==> src/rtl/gte_wb_regbank.sv <==
// GTE register bank: compute-side FIFOs and accumulators plus the CPU read/write port.
// Compute strobes override CPU writes to the same register; reads return pre-edge values.
package gte_wb_regbank_pkg;
   typedef struct packed {
      logic [15:0]       otz;
      logic [3:0][15:0]  ir;
      logic [2:0][31:0]  sxy;
      logic [3:0][15:0]  sz;
      logic [2:0][31:0]  rgb;
      logic [3:0][31:0]  mac;
      logic [31:0]       flag;
   } regs_t;
endpackage

module gte_wb_regbank
   import gte_wb_regbank_pkg::*;
(
   input  logic        i_clk,
   input  logic        i_rst,
   input  logic        i_instrStart,
   input  logic        i_wrMAC0,
   input  logic [31:0] i_MAC0,
   input  logic [2:0]  i_wrMAC13,
   input  logic [31:0] i_MAC13,
   input  logic        i_wrIR0,
   input  logic [15:0] i_IR0,
   input  logic [2:0]  i_wrIR13,
   input  logic [15:0] i_IR13,
   input  logic        i_pushX,
   input  logic        i_pushY,
   input  logic [15:0] i_XYV,
   input  logic        i_pushZ,
   input  logic [15:0] i_OTZV,
   input  logic        i_wrOTZ,
   input  logic [2:0]  i_wrCol,
   input  logic [7:0]  i_colV,
   input  logic [7:0]  i_CODE,
   input  logic [18:0] i_updateFlags,
   input  logic        i_busy,
   input  logic        i_cpuWr,
   input  logic [5:0]  i_cpuAdr,
   input  logic [31:0] i_cpuData,
   input  logic        i_cpuRd,
   output logic [31:0] o_rdData,
   output logic        o_rdValid,
   output logic        o_rdHit,
   output regs_t       o_regs
);

   logic [15:0]       otz_r;
   logic [3:0][15:0]  ir_r;
   logic [2:0][31:0]  sxy_r;
   logic [3:0][15:0]  sz_r;
   logic [2:0][31:0]  rgb_r;
   logic [3:0][31:0]  mac_r;
   logic [18:0]       flag_r;
   logic [15:0]       pend_x_r;
   logic [7:0]        pend_r_r;
   logic [7:0]        pend_g_r;
   logic [31:0]       rd_data_r;
   logic              rd_valid_r;
   logic              rd_hit_r;

   logic              cpu_wr_s;
   logic [15:0]       x_in_s;
   logic [7:0]        r_in_s;
   logic [7:0]        g_in_s;
   logic [31:0]       flag_full_s;
   logic [31:0]       rd_mux_s;
   logic              hit_s;

   // Same-cycle strobes feed the FIFO word directly instead of the stale pending byte.
   assign cpu_wr_s    = i_cpuWr & ~i_busy;
   assign x_in_s      = i_pushX    ? i_XYV  : pend_x_r;
   assign r_in_s      = i_wrCol[0] ? i_colV : pend_r_r;
   assign g_in_s      = i_wrCol[1] ? i_colV : pend_g_r;
   assign flag_full_s = {(|flag_r[18:11]) | (|flag_r[6:1]), flag_r, 12'd0};

   // Register state: CPU write first, compute strobes assigned later so they win.
   always_ff @(posedge i_clk) begin
      if (i_rst) begin
         otz_r    <= 16'd0;
         ir_r     <= {4{16'd0}};
         sxy_r    <= {3{32'd0}};
         sz_r     <= {4{16'd0}};
         rgb_r    <= {3{32'd0}};
         mac_r    <= {4{32'd0}};
         flag_r   <= 19'd0;
         pend_x_r <= 16'd0;
         pend_r_r <= 8'd0;
         pend_g_r <= 8'd0;
      end else begin
         if (cpu_wr_s) begin
            case (i_cpuAdr)
               6'd7:                          otz_r <= i_cpuData[15:0];
               6'd8, 6'd9, 6'd10, 6'd11:      ir_r[i_cpuAdr[1:0]] <= i_cpuData[15:0];
               6'd12, 6'd13, 6'd14:           sxy_r[i_cpuAdr[1:0]] <= i_cpuData;
               6'd15:                         sxy_r <= {i_cpuData, sxy_r[2], sxy_r[1]};
               6'd16, 6'd17, 6'd18, 6'd19:    sz_r[i_cpuAdr[1:0]] <= i_cpuData[15:0];
               6'd20, 6'd21, 6'd22:           rgb_r[i_cpuAdr[1:0]] <= i_cpuData;
               6'd24, 6'd25, 6'd26, 6'd27:    mac_r[i_cpuAdr[1:0]] <= i_cpuData;
               6'd63:                         flag_r <= i_cpuData[30:12];
               default: ;
            endcase
         end
         if (i_wrMAC0)     mac_r[0] <= i_MAC0;
         if (i_wrMAC13[0]) mac_r[1] <= i_MAC13;
         if (i_wrMAC13[1]) mac_r[2] <= i_MAC13;
         if (i_wrMAC13[2]) mac_r[3] <= i_MAC13;
         if (i_wrIR0)      ir_r[0]  <= i_IR0;
         if (i_wrIR13[0])  ir_r[1]  <= i_IR13;
         if (i_wrIR13[1])  ir_r[2]  <= i_IR13;
         if (i_wrIR13[2])  ir_r[3]  <= i_IR13;
         if (i_pushX)      pend_x_r <= i_XYV;
         if (i_pushY)      sxy_r    <= {i_XYV, x_in_s, sxy_r[2], sxy_r[1]};
         if (i_pushZ)      sz_r     <= {i_OTZV, sz_r[3], sz_r[2], sz_r[1]};
         if (i_wrOTZ)      otz_r    <= i_OTZV;
         if (i_wrCol[0])   pend_r_r <= i_colV;
         if (i_wrCol[1])   pend_g_r <= i_colV;
         if (i_wrCol[2])   rgb_r    <= {i_CODE, i_colV, g_in_s, r_in_s, rgb_r[2], rgb_r[1]};
         if (i_instrStart)          flag_r <= i_updateFlags;
         else if (|i_updateFlags)   flag_r <= flag_r | i_updateFlags;
      end
   end

   // Read mux with per-field extension; unowned addresses read as zero.
   always_comb begin
      rd_mux_s = 32'd0;
      hit_s    = 1'b1;
      case (i_cpuAdr)
         6'd7:                       rd_mux_s = {16'd0, otz_r};
         6'd8, 6'd9, 6'd10, 6'd11:   rd_mux_s = {{16{ir_r[i_cpuAdr[1:0]][15]}}, ir_r[i_cpuAdr[1:0]]};
         6'd12, 6'd13, 6'd14:        rd_mux_s = sxy_r[i_cpuAdr[1:0]];
         6'd15:                      rd_mux_s = sxy_r[2];
         6'd16, 6'd17, 6'd18, 6'd19: rd_mux_s = {16'd0, sz_r[i_cpuAdr[1:0]]};
         6'd20, 6'd21, 6'd22:        rd_mux_s = rgb_r[i_cpuAdr[1:0]];
         6'd24, 6'd25, 6'd26, 6'd27: rd_mux_s = mac_r[i_cpuAdr[1:0]];
         6'd63:                      rd_mux_s = flag_full_s;
         default: begin
            rd_mux_s = 32'd0;
            hit_s    = 1'b0;
         end
      endcase
   end

   // Registered read response, one cycle after the request.
   always_ff @(posedge i_clk) begin
      if (i_rst) begin
         rd_data_r  <= 32'd0;
         rd_valid_r <= 1'b0;
         rd_hit_r   <= 1'b0;
      end else begin
         rd_data_r  <= i_cpuRd ? rd_mux_s : 32'd0;
         rd_valid_r <= i_cpuRd;
         rd_hit_r   <= i_cpuRd & hit_s;
      end
   end

   assign o_rdData  = rd_data_r;
   assign o_rdValid = rd_valid_r;
   assign o_rdHit   = rd_hit_r;

   // Parallel register view for the compute path.
   always_comb begin
      o_regs.otz  = otz_r;
      o_regs.ir   = ir_r;
      o_regs.sxy  = sxy_r;
      o_regs.sz   = sz_r;
      o_regs.rgb  = rgb_r;
      o_regs.mac  = mac_r;
      o_regs.flag = flag_full_s;
   end

endmodule

==> config.mk <==
export PLATFORM = sky130hd
export DESIGN_NAME = gte_wb_regbank
export DESIGN_NICKNAME = d
export VERILOG_FILES = /design/src/rtl/gte_wb_regbank.sv
export SDC_FILE = /design/constraint.sdc
export NUM_CORES = 2
export LEC_CHECK = 0
export BUFFER_PORTS_ARGS = -buffer_cell sky130_fd_sc_hd__buf_2
export CELL_PAD_IN_SITES_DETAIL_PLACEMENT = 0
export CELL_PAD_IN_SITES_GLOBAL_PLACEMENT = 1
export CORE_AREA = 2 2 289 291
export CTS_CLUSTER_DIAMETER = 120
export CTS_CLUSTER_SIZE = 24
export DETAILED_ROUTE_END_ITERATION = 6
export DIE_AREA = 0 0 291 293
export PLACE_DENSITY_LB_ADDON = 0.1
export SYNTH_ARGS = -nofsm -noshare
export SYNTH_HDL_FRONTEND = slang
export SYNTH_SLANG_ARGS = --single-unit
export TNS_END_PERCENT = 10
==> constraint.sdc <==
create_clock -name i_clk -period 1.8 [get_ports i_clk]
set_clock_uncertainty 0.1 [all_clocks]
set_input_delay 0.18 -clock i_clk [delete_from_list [all_inputs] [get_ports i_clk]]
set_output_delay 0.18 -clock i_clk [all_outputs]
set_load 0.005 [all_outputs]
==> reports/results.ini <==
[placement]
dp.final_hpwl_mm = 128
dp_slack_ns = -0.188
post_dp_cell_area_sq_mm = 0.0361
port-buffer-count = 739
gp_congestion = 0.957
dp_cells = 5161

[synthesis]
synth_area_sq_mm = 0.0286
synthArstFlopShare = 0
synth_top_area_frac = 0.384
syn_avg_cell_area_sq_um = 8.64
synthFlopType = dfxtp_1
ys_seq_area_frac = 0.384
synth.area.top_cells = dfxtp_1 (38%), a211oi_1 (9.9%), nor2_1 (8.8%)
synthCells = 3309
synth_area_leader_cell = dfxtp_1
synth-seq-cells = 549
ys_warn_count = 0
yosysUniqueCellTypes = 55
synth-edff-count = 0

[timing]
setup_ws_ns = -0.296
slew_headroom = 0.392
drv_slew = 0
max_freq_mhz = 477
finalSetupViolations = 13
tightest_slew_ns = 0.912
grt_setup_unrepaired = true
min_period_over_period = 1.16
hold_viol = 0
period_minus_slack_ns = 2.10
setup_tns_ns = -0.814

[floorplanning]
coreArea_sq_mm = 0.0818
core.rowCount = 105
die_width_um = 291
num_io_pins = 752
die_area_sq_mm = 0.0853
fp.dieH_um = 293
start_util = 0.349

[setup_path]
end_kind = output port
slowest_delay_ns = 0.35
critical_path_peak_fanout = 2
path_cells = nor4_4 -> buf_4 -> nand4_1 -> buf_2
cp_num_buf_inv = 2
cp.arrival_ns = 1.82
start_kind = flip-flop
critical-path-top-delay-family = simple AND/OR/NAND/NOR gates
slowest_stage = dfxtp_2
worstPathRequired_ns = 1.52
crit_type = reg -> out

[final_layout]
syn_to_final_growth_pct = 39.7
drive_above_1_share = 0.314
stdcell_count = 5491
final_common_cell = buf_2
final_util = 0.488
fin_nets = 4631
stdcell_area_sq_mm = 0.0400
layout_common_cells = buf_2 (732), nor2_1 (671), dfxtp_1 (547)

[cts]
clockBufferDepth = 3
numCtsBuffers = 28
clock-sinks = 549
clk_pin_slew_ns = 0.10
clockRootBuffer = clkbuf_16
clkLatencyLatePin_ns = 0.66
cts_tree = done
h-tree-depth = 1

[run]
timing.max_cap.violations = 0

[power_and_ir_drop]
power.density_mw_per_mm2 = 718
ir_drop_mv = 0.690
power_leakage_uw = 0.0175

[status]
violations = setup timing
status = complete, but fails checks

[grt]
grt.total_usage = 0.370
antenna_found_initial = 5
grt_pass1_vias = 30200
grt_max_degree = 103
grt_pass1_wl_mm = 229
gr-total-overflow = 0

[drt]
drcViolationCount = 0
drtIter0Drc = 2485
vias_per_cell = 5.69
vias = 31200
antenna_left = 0
wl_mm = 166
wl_per_cell_um = 30.2
drt_pass1_iterations = 5

[worst_hold_path]
hp-class = in -> reg

cells by family after synthesis:
family                    share of synthesized area
and+or+nand+nor                               0.164
AOI/OAI and AO/OA                             0.235
DFF                                           0.384
buffers and inverters                        0.0697
muxes                                         0.147
xor gates and xnor gates                   0.000306
other                                      0.000131
sequential cells by signal, summed over array words and instances, names as in the netlist:
name / flops
pend_r_r: 8
pend_g_r: 8
o_regs: 448
otz_r: 16
pend_x_r: 16
o_rdValid: 1
o_rdData: 32
flag_r: 19
o_rdHit: 1
path summary, 6_finish.rpt:
| check | start | to | slack (ns) | depth (start not counted) |
|---|---|---|---|---|
| max | flag_r[3] | o_regs[31] | -0.30 | 4 |
| min | i_wrIR0 | o_regs[422] | 0.02 | 5 |
| max reg2reg | o_regs[141] | o_regs[141] | 0.06 | 4 |
| min reg2reg | pend_r_r[7] | pend_r_r[7] | 0.39 | 2 |
report_power, final:
| group | leakage [uW] | internal (uW) | switching (uW) |
|---|---|---|---|
| clock | 0.000401 | 3120 | 4670 |
| combinational | 0.0125 | 3130 | 3950 |
| sequential | 0.00454 | 12900 | 907 |
| total | 0.0175 | 19200 | 9520 |
final cells by class:
class | count | area (sq um)
Antenna cell | 4 | 10.0
Clock buffer | 32 | 737
Clock inverter | 6 | 83.8
Fill cell | 8176 | 41900
Inverter | 72 | 275
Multi-Input combinational cell | 2317 | 15800
Sequential cell | 549 | 11000
Tap cell | 1070 | 1340
Timing Repair Buffer | 1441 | 10700
worst reg2reg max path, delay by kind of cell (launching register included):
family,cells,cell delay [ns]
buf+inv,2,0.66
mux,1,0.27
flops,1,0.45
compound gates,1,0.22
Yosys cell counts, types with 21 or more instances:
cell type,number
nor2_1,672
dfxtp_1,549
a211oi_1,376
clkbuf_1,236
a21oi_1,216
mux2i_1,216
nand2_1,95
buf_2,83
inv_1,70
a22oi_1,68
mux4_2,64
nand3b_1,64
a31oi_1,62
a211oi_2,46
o21ai_0,42
and2_1,41
o2bb2ai_1,41
a311oi_1,40
nand3_1,36
nor3_1,33
buf_4,28
buf_1,24
nor2b_1,23
mux2_1,22
nand4_1,21
through the flow:
| stage | total power [uW] | hold WS [ns] |
|---|---|---|
| 6_report | 28700 | 0.0174 |
| 5_1_grt | 29600 | 0.0287 |
| 4_1_cts | 28600 | 0.000986 |
| 3_5_place_dp | 20500 | 0.354 |
| 3_3_place_gp | 20500 | 0.353 |
| 2_1_floorplan | 16800 | 0.162 |
repair_timing:
item / 4_1_cts / 5_1_grt
hold buffers: 282 / 1
endpoints found under the hold margin: 336 / 17
setup endpoints to repair: 1 / 58
gates resized for setup: 5 / 20
gates cloned: 0 / 3
pin swaps: 1 / 5
buffers inserted: 1 / 2
metal layers:
layer / wire length (um) / global-route usage
met1: 61100 / 0.417
met2: 82900 / 0.658
met3: 9620 / 0.0540
met4: 12200 / 0.235
met5: 33 / 0
(Power assumes the default switching activity.)
